==> config.mk <==
export PLATFORM = sky130hd
export DESIGN_NAME = spi_flash_read_buffer
export DESIGN_NICKNAME = d
export VERILOG_FILES = /design/src/rtl/spi_flash_read_buffer_pkg.sv /design/src/rtl/spi_byte_shifter.sv /design/src/rtl/spi_flash_read_buffer.sv
export SDC_FILE = /design/constraint.sdc
export NUM_CORES = 1
export LEC_CHECK = 0
export BUFFER_PORTS_ARGS = -buffer_cell sky130_fd_sc_hd__clkbuf_2
export CORE_MARGIN = 4
export CORE_UTILIZATION = 58
export DETAILED_ROUTE_END_ITERATION = 6
export HOLD_SLACK_MARGIN = 0.1
export PLACE_DENSITY = 0.8
export RECOVER_POWER = 50
export REMOVE_ABC_BUFFERS = 1
export SLEW_MARGIN = 40
export SYNTH_ARGS = -nofsm -noshare
export SYNTH_HDL_FRONTEND = slang
export SYNTH_SLANG_ARGS = --single-unit
==> constraint.sdc <==
create_clock -name clk -period 5.2 [get_ports clk]
set_clock_uncertainty 0.15 [all_clocks]
set_input_delay 1.04 -clock clk [delete_from_list [all_inputs] [get_ports clk]]
set_output_delay 1.04 -clock clk [all_outputs]
set_load 0.05 [all_outputs]
==> src/rtl/spi_flash_read_buffer_pkg.sv <==
// Shared constants, fetch FSM encoding and word-buffer type for the SPI flash read path.
package spi_flash_read_buffer_pkg;

    localparam logic [23:0] BASE_ADDR_DEF = 24'h600000;
    localparam logic [7:0]  IDLE_BYTE_DEF = 8'hFF;

    typedef enum logic {
        ST_IDLE = 1'b0,
        ST_REQ  = 1'b1
    } fetch_state_t;

    typedef struct packed {
        logic        vld;
        logic [31:0] dat;
    } word_buf_t;

    function automatic logic [7:0] byte_sel(input logic [31:0] word, input logic [1:0] sel);
        logic [7:0] b;
        case (sel)
            2'd0:    b = word[7:0];
            2'd1:    b = word[15:8];
            2'd2:    b = word[23:16];
            default: b = word[31:24];
        endcase
        return b;
    endfunction

endpackage

==> src/rtl/spi_byte_shifter.sv <==
// Byte serializer: loads one byte of a word (or the idle byte) and shifts it out MSB-first.
// Latency: loaded byte's MSB appears on so the cycle after load.
// Backpressure: none; load and shift are single-cycle strobes, load wins over shift.
module spi_byte_shifter
    import spi_flash_read_buffer_pkg::*;
#(
    parameter logic [7:0] IDLE_BYTE = IDLE_BYTE_DEF
) (
    input  logic        clk,
    input  logic        reset,
    input  logic        load,
    input  logic        load_idle,
    input  logic [31:0] word,
    input  logic [1:0]  addr_lo,
    input  logic        shift,
    output logic        so
);

    logic [7:0] shifter;

    always_ff @(posedge clk) begin
        if (reset) begin
            shifter <= IDLE_BYTE;
        end else if (load) begin
            shifter <= load_idle ? IDLE_BYTE : byte_sel(word, addr_lo);
        end else if (shift) begin
            shifter <= {shifter[6:0], 1'b0};
        end
    end

    assign so = shifter[7];

endmodule

==> src/rtl/spi_flash_read_buffer.sv <==
// SPI flash read buffer: fetches DRAM words (current + one prefetch) and serializes bytes on spi_so.
// Latency: dram_req rises the cycle after addr_changed; a word is usable the cycle after its ack.
// Backpressure: none toward the sniffer (missing data yields IDLE_BYTE + underrun); dram_req held until dram_ack.
module spi_flash_read_buffer
    import spi_flash_read_buffer_pkg::*;
#(
    parameter logic [23:0] BASE_ADDR = BASE_ADDR_DEF,
    parameter logic [7:0]  IDLE_BYTE = IDLE_BYTE_DEF
) (
    input  logic        clk,
    input  logic        reset,
    input  logic [21:0] addr_hi,
    input  logic [1:0]  addr_lo,
    input  logic        addr_changed,
    input  logic        load,
    input  logic        shift,
    output logic        dram_req,
    input  logic        dram_ack,
    output logic [23:0] dram_addr,
    output logic        dram_we,
    input  logic [31:0] dram_rdata,
    output logic        spi_so,
    output logic        underrun
);

    fetch_state_t state;
    logic         stale;
    logic         active;
    logic         active_n;
    logic [21:0]  fetch_addr;
    logic [21:0]  fetch_tgt;
    logic [21:0]  cur_addr;
    logic [21:0]  cur_addr_n;
    word_buf_t    cur;
    word_buf_t    cur_n;
    word_buf_t    nxt;
    word_buf_t    nxt_n;
    logic         underrun_n;
    logic         ack_ok;
    logic         ack_cur;
    logic         ack_nxt;

    // Ack data is placed by matching the fetched address, so a consume that
    // happens while the prefetch is in flight still lands the word in cur.
    assign ack_ok  = (state == ST_REQ) && dram_ack && !stale && !addr_changed;
    assign ack_cur = ack_ok && !cur.vld && (fetch_addr == cur_addr);
    assign ack_nxt = ack_ok && cur.vld && !nxt.vld && (fetch_addr == cur_addr + 22'd1);

    always_comb begin
        cur_addr_n = cur_addr;
        cur_n      = cur;
        nxt_n      = nxt;
        underrun_n = underrun;
        if (ack_cur) begin
            cur_n.dat = dram_rdata;
            cur_n.vld = 1'b1;
        end
        if (ack_nxt) begin
            nxt_n.dat = dram_rdata;
            nxt_n.vld = 1'b1;
        end
        if (addr_changed) begin
            cur_addr_n = addr_hi;
            cur_n.vld  = 1'b0;
            nxt_n.vld  = 1'b0;
            underrun_n = 1'b0;
        end else if (load) begin
            if (!cur.vld) begin
                underrun_n = 1'b1;
            end else if (addr_lo == 2'd3) begin
                cur_addr_n = cur_addr + 22'd1;
                if (ack_nxt) begin
                    cur_n.dat = dram_rdata;
                    cur_n.vld = 1'b1;
                end else begin
                    cur_n = nxt;
                end
                nxt_n.vld = 1'b0;
            end
        end
    end

    assign active_n  = active | addr_changed;
    assign fetch_tgt = cur_n.vld ? (cur_addr_n + 22'd1) : cur_addr_n;

    always_ff @(posedge clk) begin
        if (reset) begin
            cur_addr <= '0;
            cur      <= '0;
            nxt      <= '0;
            underrun <= 1'b0;
            active   <= 1'b0;
        end else begin
            cur_addr <= cur_addr_n;
            cur      <= cur_n;
            nxt      <= nxt_n;
            underrun <= underrun_n;
            active   <= active_n;
        end
    end

    // Decisions use next-cycle buffer state so a fetch issues one cycle after addr_changed.
    always_ff @(posedge clk) begin
        if (reset) begin
            state      <= ST_IDLE;
            dram_req   <= 1'b0;
            dram_addr  <= '0;
            fetch_addr <= '0;
            stale      <= 1'b0;
        end else begin
            case (state)
                ST_IDLE: begin
                    if (active_n && (!cur_n.vld || !nxt_n.vld)) begin
                        state      <= ST_REQ;
                        dram_req   <= 1'b1;
                        fetch_addr <= fetch_tgt;
                        dram_addr  <= BASE_ADDR + {2'b00, fetch_tgt};
                    end
                end
                ST_REQ: begin
                    if (dram_ack) begin
                        state    <= ST_IDLE;
                        dram_req <= 1'b0;
                        stale    <= 1'b0;
                    end else if (addr_changed) begin
                        stale <= 1'b1;
                    end
                end
                default: begin
                    state    <= ST_IDLE;
                    dram_req <= 1'b0;
                end
            endcase
        end
    end

    assign dram_we = 1'b0;

    spi_byte_shifter #(
        .IDLE_BYTE (IDLE_BYTE)
    ) u_shifter (
        .clk       (clk),
        .reset     (reset),
        .load      (load),
        .load_idle (addr_changed | !cur.vld),
        .word      (cur.dat),
        .addr_lo   (addr_lo),
        .shift     (shift),
        .so        (spi_so)
    );

endmodule

==> results.md, run 1 <==
- The die is 118 um wide.
- Setup repair after global routing left no endpoint under its margin.
- The finished layout holds between 1000 and 1500 standard cells, fillers aside.
- The number of pins exceeding their max-slew limit in the final report came to 96.
- STA classifies the critical path startpoint as a flop.
- CTS built an H-tree with a depth of 4.
- The TritonCTS sink count is around 120.
- The iteration-0 DRC count of the detailed router is between 500 and 600.
- The worst pin sits at a relative slew slack of -169%.
- The count of filler cells inserted in the layout is between 900 and 1000.
- The critical path endpoint category is a flop.
- The sequential area share after synthesis is between 30% and 40%.
- The final critical-path share of the clock period is approximately 90%.
- The core region is ~0.012 sq mm.
- From bottom edge to top edge, the die measures 118 um.
- Counting every instance in the synthesized netlist gives just over 800.
- The startpoint of the worst hold path is active.
- The clock reaches the later pin of the worst-skew pair after 420 ps.
- Once the clock tree was built, the resizer swapped 0 gates to a different size.
- Power comes to ~2.6 mW.
- After clock tree synthesis, the setup repair step added 0 buffers.
- Once detailed placement completed, the half-perimeter wirelength came to 14700 um.
- The final routed DRC violation total is 0.
- The overall via count from detail_route is 6539.
- The final reports fail on capacitance limit, slew limit.
- The detailed-route wire length on metal 1 is 8380 um.
- The worst setup margin is 615 ps.
- Summed over all cells, the static leakage comes to 2.86 nW.
- Of all nets on the critical path, the largest fanout is 23.
- Of all flip-flops after synthesis, the portion carrying an async set or reset was 0%.
- For this block, the routed nets add up to 20600 um of wire.
- Ranked by total cell area, the synthesized netlist is headed by sky130_fd_sc_hd__dfxtp_1 (36%), sky130_fd_sc_hd__a211oi_1 (8.6%), sky130_fd_sc_hd__mux2i_1 (6.0%).
- The number of port buffers is 88.
- The arrival time reported for the critical path endpoint is about 4500 ps.
- The relative area change from synthesis to final layout is 13.6%.
- Setup violations remaining at the end of the flow were counted as 0.
- The mapped netlist covers roughly 0.0070 sq mm.
- The minimum period implied by the final worst setup slack is about 4600 ps.
- Counting instances in the post-synthesis netlist gives the leading cell types as sky130_fd_sc_hd__dfxtp_1 (124), sky130_fd_sc_hd__nor2_1 (102), sky130_fd_sc_hd__a211oi_1 (80).
- For this design the top-level I/O count stands at 90.
- The number of antenna violations at the first check in global routing is 0.
- TritonCTS created 17 clock buffers.
- The class of the most critical hold timing path is flop to flop.
- The congestion estimate from routability-driven global placement came to around 1.0.
- Derived from the worst setup path, the maximum achievable clock frequency is between 200 and 250 MHz.
- Synthesis inferred around 120 register bits.
- The worst setup path is of the flop to flop kind.
- The first global-routing pass estimated between 30000 and 40000 um of wire.
- The average wire length per cell after detail routing is ~20 um.
- The worst-case IR drop observed on VDD is 279 uV.
- The maximum number of buffers from clock root to sink is 2.
- At the pin with the least slew margin, the transition time is 4040 ps.
- The total met3 wirelength after detailed routing is between 1500 and 2000 um.
- Max-cap violations in this run came to 1.
- The unique cell type count in the Yosys netlist is 70.
- The number of nets with antenna violations after detailed routing is 0.
- The met2 wire length is between 9000 and 10000 um.
- Prior to clock tree synthesis, the placed netlist has a worst setup slack of around 670 ps.
- The clock root buffer master is sky130_fd_sc_hd__clkbuf_16.
- The total routing usage reported by global routing is roughly 30%.
- The final number of hold-violating endpoints is 0.
- The area fraction of the dominant cell type after synthesis is a little over a third.
- The count of flip-flops with a built-in enable after synthesis is 0.
- Hold repair after CTS inserted 0 buffers.
- The most common cell in the synthesized netlist is sky130_fd_sc_hd__dfxtp_1.
- The dominant cell type by area after synthesis is sky130_fd_sc_hd__dfxtp_1.
- The clock input transition at the sequential cells of the worst setup and hold paths is roughly 60 ps.
- The TritonCTS clock tree is done.
- The Yosys warning count is 0.
- In this run the core area contains 39 standard-cell rows.
- Data on the critical path is required at its endpoint by 5160 ps.
- The beginning of the critical path is cur_addr[0].
- The repair_antennas step left the layout with diodes totalling 0.
- The most used flip-flop cell after synthesis is sky130_fd_sc_hd__dfxtp_1.
- The number of vias per cell is roughly 6.4.
- For the final routed database, the setup TNS stands at 0 ps.
- The die covers 0.0138 sq mm.
- For this run the aggregate overflow at the end of global routing stands at 0.
- The cell total after placement is around 1000.
- The detailed-routing iteration count for the pre-antenna-repair pass is 6.
- The initial utilization of the core area, before any placement, comes to 60.1%.
- The pin count of the biggest net entering global routing is 96.
- The via count of the first global-routing pass was roughly 6500.
- In the final layout, the share of cells above drive strength 1 is about 15%.
- The highest layer touched by signal routing is met4.
- The run finished, with violations left.
- Power spread over the standard cell area amounts to about 320 mW/mm^2.
- The average instance area after synthesis is 8.58 sq um.
- In this run the critical register-to-register path is launched from cur_addr[0].
- The final net count is around 940.
[cells in the final DEF (no fill, tap or decap), types with 4 or more instances in the layout]
cell type                   count
sky130_fd_sc_hd__nor3_1        12
sky130_fd_sc_hd__and3_1         6
sky130_fd_sc_hd__nand3_1       12
sky130_fd_sc_hd__or2_2          4
sky130_fd_sc_hd__nor4_1        20
sky130_fd_sc_hd__clkbuf_16     17
sky130_fd_sc_hd__a211oi_1      80
sky130_fd_sc_hd__xor2_1        21
sky130_fd_sc_hd__nand4_1       14
sky130_fd_sc_hd__mux2i_1       42
sky130_fd_sc_hd__or3_1          6
sky130_fd_sc_hd__a211o_1        7
sky130_fd_sc_hd__a21oi_1       33
sky130_fd_sc_hd__nand4b_1       5
sky130_fd_sc_hd__buf_4         14
sky130_fd_sc_hd__nor2b_1       37
sky130_fd_sc_hd__dfxtp_1      124
sky130_fd_sc_hd__inv_1         12
sky130_fd_sc_hd__a31o_2         4
sky130_fd_sc_hd__inv_6          4
sky130_fd_sc_hd__nand3b_1       5
sky130_fd_sc_hd__nor2_1       101
sky130_fd_sc_hd__o21ai_0       24
sky130_fd_sc_hd__or4_1          6
sky130_fd_sc_hd__clkbuf_2      59
sky130_fd_sc_hd__xnor2_1       39
sky130_fd_sc_hd__o31ai_1        9
sky130_fd_sc_hd__nor3b_1        4
sky130_fd_sc_hd__and2_1         8
sky130_fd_sc_hd__o2111ai_1      5
sky130_fd_sc_hd__nand2b_1       7
sky130_fd_sc_hd__o22ai_1        9
sky130_fd_sc_hd__nand2_1       31
sky130_fd_sc_hd__clkbuf_1      31
sky130_fd_sc_hd__a21o_1         4
sky130_fd_sc_hd__mux2_2         6
[logic make-up (layout without fill, tap and decap cells)]
family                   Yosys count  in the layout  share of synthesized area [%]
AND/OR/NAND/NOR                  300            300                           23.8
AO/OA/AOI/OAI                    200            200                           19.9
flip-flops                       124            124                           35.6
buffers and inverters             76            148                           5.13
XOR/XNOR                          60             60                           7.53
multiplexers                      50             50                           7.64
adder cells (fa/ha/maj)            2              2                          0.359
other                              1              1                         0.0538
[power breakdown]
group | internal (mW) | leakage (nW) | switching [mW]
Combinational | 0.124 | 1.58 | 0.269
Sequential | 0.986 | 1.01 | 0.0506
Clock | 0.685 | 0.274 | 0.456
[sequential cells by signal, indices dropped and copies added, names as in the netlist, 8 cells and up]
name and cells:
cur_addr 22, nxt 33, dram_addr 23, u_shifter.shifter 8, cur 33
[worst paths after layout]
check / slack, ps / to / cells past startpoint
max: 620 / dram_addr[14] / 10
min: 300 / active / 2
max reg2reg: 620 / dram_addr[14] / 10
min reg2reg: 300 / active / 2
[critical path, cell delays in order, from the launching register on]
cell,delay [ps]
sky130_fd_sc_hd__dfxtp_1,460
sky130_fd_sc_hd__ha_1,310
sky130_fd_sc_hd__nand4_1,390
sky130_fd_sc_hd__nor4_1,610
sky130_fd_sc_hd__mux2i_1,360
sky130_fd_sc_hd__o2111ai_1,170
sky130_fd_sc_hd__nor4b_1,470
sky130_fd_sc_hd__a21bo_1,700
sky130_fd_sc_hd__nor3b_1,310
sky130_fd_sc_hd__xor2_1,220
sky130_fd_sc_hd__a211oi_1,100
[routing by layer]
metal	global-route usage (%)	vias up
li1	-	3096
met1	37.1	3109
met2	50.4	285
met3	6.63	49
met4	12.2	0
met5	0	-
[per-stage QoR]
step	instance area (sq um)	hold WS (ps)	utilization, %
global route	7920	343	68.2
finish	7920	302	68.2
detailed placement	7410	293	63.8
global placement	7410	286	63.8
CTS	7980	307	68.7
floorplan	6670	272	-
[final cells by class]
| class | count | area, sq um | area share [%] |
|---|---|---|---|
| Multi-Input combinational cell | 613 | 4130 | 52.2 |
| Sequential cell | 124 | 2480 | 31.3 |
| Timing Repair Buffer | 103 | 513 | 6.47 |
| Clock buffer | 20 | 457 | 5.76 |
| Tap cell | 143 | 179 | 2.26 |
| Clock inverter | 12 | 111 | 1.41 |
| Inverter | 13 | 48.8 | 0.616 |
(Power assumes the default switching activity.)
==> inputs of run 2 (changes only) <==
MAX_ROUTING_LAYER = met4   (was default)
==> run 2 against run 1 <==
  * The run still ends with capacitance limit, slew limit left
  * Power up 3.1%
  * Final area is 0.14% lower
  * Clock power increased by 8%
  * Sequential cell count unchanged
  * Combinational power down 2%
  * Non-clock buffer count down 3
  * Sequential share of layout area hardly changed
  * Routed wire length grew 1.7%
  * Hold slack gained 4.0 ps
  * Global-route usage grew 1.2 points
  * Die area unchanged
  * Largest cell class unchanged
==> results.md, run 2 (synthesis gave the netlist of run 1 again) <==
- The largest driver fanout on the critical path came to 19 (was 23).
- The highest ir drop seen on vdd is 264 uV (was 279 uV).
- The number of buffers added by the clock tree synthesis step is 17 (unchanged).
- The nature of the critical path startpoint is an input port (was flop).
- The count of pins on the block boundary is 90 (unchanged).
- Violations in the final reports: capacitance limit, slew limit (unchanged).
- The arrival time reported for the critical path endpoint came to 4740 ps (was 4540 ps).
- The number of levels in the clock H-tree is 4 (unchanged).
- The hold-fix buffer count after cts came to 0 (unchanged).
- The total power after layout was 2.65 mW (was 2.57 mW).
- The first-pass GRT wire length is 34000 um (was 33700 um).
- Critical-path cell list: clkbuf_1, nand4_2, nor4_1, o31ai_1, nor3_1, nand3_1, or4_4, nor4b_2, xor2_1, a211oi_1 (was ha_1, nand4_1, nor4_1, mux2i_1, o2111ai_1, nor4b_1, a21bo_1, nor3b_1, xor2_1, a211oi_1).
- The core area is 0.0116 sq mm (unchanged).
- The die width is 118 um (unchanged).
- The number of nets with antenna violations after detailed routing was 0 (unchanged).
- The total leakage power is 2.84 nW (was 2.86 nW).
- The total die area is 0.0138 sq mm (unchanged).
- The met1 track utilization from global routing is 36.6% (was 37.1%).
- The number of violations of the max-capacitance limit is 1 (unchanged).
- The via count of the first global-routing pass came to 6518 (was 6504).
- The average wire length per cell after detail routing was 20.5 um (was 20.1 um).
- The remaining max-slew budget at the tightest pin is -82.7% (was -169%).
- The worst slack at placement is 524 ps (was 667 ps).
- The TritonCTS clock tree is done (unchanged).
- The number of instances resized during post-cts repair is 0 (unchanged).
- The global routing met3 resource utilization is 6.39% (was 6.63%).
- The final number of hold-violating endpoints is 0 (unchanged).
- The overall via count from detail_route is 6532 (was 6539).
- The number of antenna repair diodes is 0 (unchanged).
- The maximum cell stage delay along the critical path is 660 ps (was 700 ps).
- The required time of the worst setup path is 5370 ps (was 5160 ps).
- The remaining global-route overflow was 0 (unchanged).
- The power density over the cells was 335 mW/mm^2 (was 325 mW/mm^2).
- The number of pins exceeding their max-slew limit in the final report is 68 (was 96).
- The cell area after placement is 0.00739 sq mm (was 0.00741 sq mm).
- Setup repair after global routing missed its margin: no (unchanged).
- The slew at the pin closest to its max-slew limit is 2740 ps (was 4040 ps).
- The final net count is 933 (was 936).
- The TritonCTS sink count is 124 (unchanged).
- The fraction of layout instances using a drive strength above 1 was 14.3% (was 15.0%).
- The layer with the highest usage is met2 (unchanged).
- The post-route setup TNS is 0 ps (unchanged).
- The final setup violation count is 0 (unchanged).
- The maximum number of buffers from clock root to sink came to 2 (unchanged).
- The final instance area is 0.00791 sq mm (was 0.00792 sq mm).
- The cell type group with the largest total delay on the critical path is simple AND/OR/NAND/NOR gates (unchanged).
- The total routing usage reported by global routing came to 31.1% (was 29.9%).
- The clock input transition at the sequential cells of the worst setup and hold paths is 50 ps (was 60 ps).
- The worst setup margin came to 632 ps (was 615 ps).
- The final routed DRC violation total was 0 (unchanged).
- Outcome: finished, violations left (unchanged).
- The class of the most critical hold timing path is flop to flop (unchanged).
- The number of vias per cell is 6.39 (was 6.36).
- The sum of buffers and inverters on the critical path is 1 (was 0).
- Largest registers in the final layout: cur: 33 flops, nxt: 33 flops, dram_addr: 23 flops (unchanged).
- The iteration-0 DRC count of the detailed router is 629 (was 505).
- The total number of placement rows is 39 (unchanged).
- The total half-perimeter wirelength after legalization and detailed placement is 14900 um (was 14700 um).
- The routability congestion estimate from global placement is 0.987 (was 1.03).
- The relative area change from synthesis to final layout is 13.4% (was 13.6%).
- The count of filler cells inserted in the layout was 924 (was 977).
- The minimum period implied by the final worst setup slack is 4570 ps (was 4580 ps).
- The post-CTS repair timing setup buffer count is 0 (unchanged).
- The number of antenna violations at the first check in global routing is 0 (unchanged).
- The aggregate routed wire length is 21000 um (was 20600 um).
- The most common library cell in the layout ignoring fill and taps is sky130_fd_sc_hd__dfxtp_1 (unchanged).
- The critical-path cell with the highest stage delay is sky130_fd_sc_hd__nand4_2 (was sky130_fd_sc_hd__a21bo_1).
- The die span in y is 118 um (unchanged).
- The final critical-path share of the clock period is 87.8% (was 88.2%).
- The critical path endpoint category was a flop (unchanged).
- Commonest cells after routing, fill and taps aside: sky130_fd_sc_hd__dfxtp_1 (124), sky130_fd_sc_hd__nor2_1 (101), sky130_fd_sc_hd__a211oi_1 (80), sky130_fd_sc_hd__clkbuf_2 (60), sky130_fd_sc_hd__mux2i_1 (42) (was sky130_fd_sc_hd__dfxtp_1 (124), sky130_fd_sc_hd__nor2_1 (101), sky130_fd_sc_hd__a211oi_1 (80), sky130_fd_sc_hd__clkbuf_2 (59), sky130_fd_sc_hd__mux2i_1 (42)).
- The met2 global-route usage is 52.0% (was 50.4%).
- The timing-limited maximum frequency came to 219 MHz (was 218 MHz).
- The starting density of the core is 60.1% (unchanged).
- The critical path start-end classification is input port to flop (was flop to flop).
- The number of port buffers was 88 (unchanged).
- The clock root buffer master is sky130_fd_sc_hd__clkbuf_16 (unchanged).
- The clock latency reported for the late side of the worst-skew pair is 420 ps (about the same).
- The smallest hold slack is 306 ps (was 302 ps).
- The pin count of the biggest net entering global routing is 68 (was 96).
- The detailed-routing iteration count for the pre-antenna-repair pass is 5 (was 6).
run 2: path summary, 6_finish.rpt:
| path | startpoint | end | slack [ps] | depth (start not counted) |
|---|---|---|---|---|
| worst min-delay path | active | active | 310 | 2 |
| worst min register to register | active | active | 310 | 2 |
| worst max register to register | cur_addr[0] | dram_addr[22] | 870 | 11 |
| worst max-delay path | addr_lo[1] | dram_addr[20] | 630 | 10 |
run 2: worst min-delay path, cell delays in order, from the launching register on:
cell and delay, ps:
sky130_fd_sc_hd__dfxtp_1 310, sky130_fd_sc_hd__nor2_1 40, sky130_fd_sc_hd__nor2_1 70
run 2: power by group:
group	internal (mW)	switching, mW
clock network	0.786	0.442
logic	0.122	0.264
registers	0.986	0.0507
run 2: cell type report:
class	instances	area [sq um]	area share (%)
inverters	13	48.8	0.617
repair buffers	100	484	6.12
multi-input cells	613	4110	52.0
clock buffers	20	467	5.90
well taps	143	179	2.26
clock inverters	10	140	1.77
flip-flops and latches	124	2480	31.4
run 2: metal layers:
metal  part of all wire [%]  routed length, um
met2                     49              10200
met1                     42               8770
met5                      0                  0
met4                    3.2                669
met3                    6.3               1330
run 2: metrics by stage:
| step | util (%) | instances |
|---|---|---|
| detailed placement | 63.6 | 993 |
| floorplan | - | 750 |
| global placement | 63.6 | 993 |
| CTS | 68.8 | 1023 |
| finish | 68.1 | 1023 |
| global route | 68.1 | 1023 |
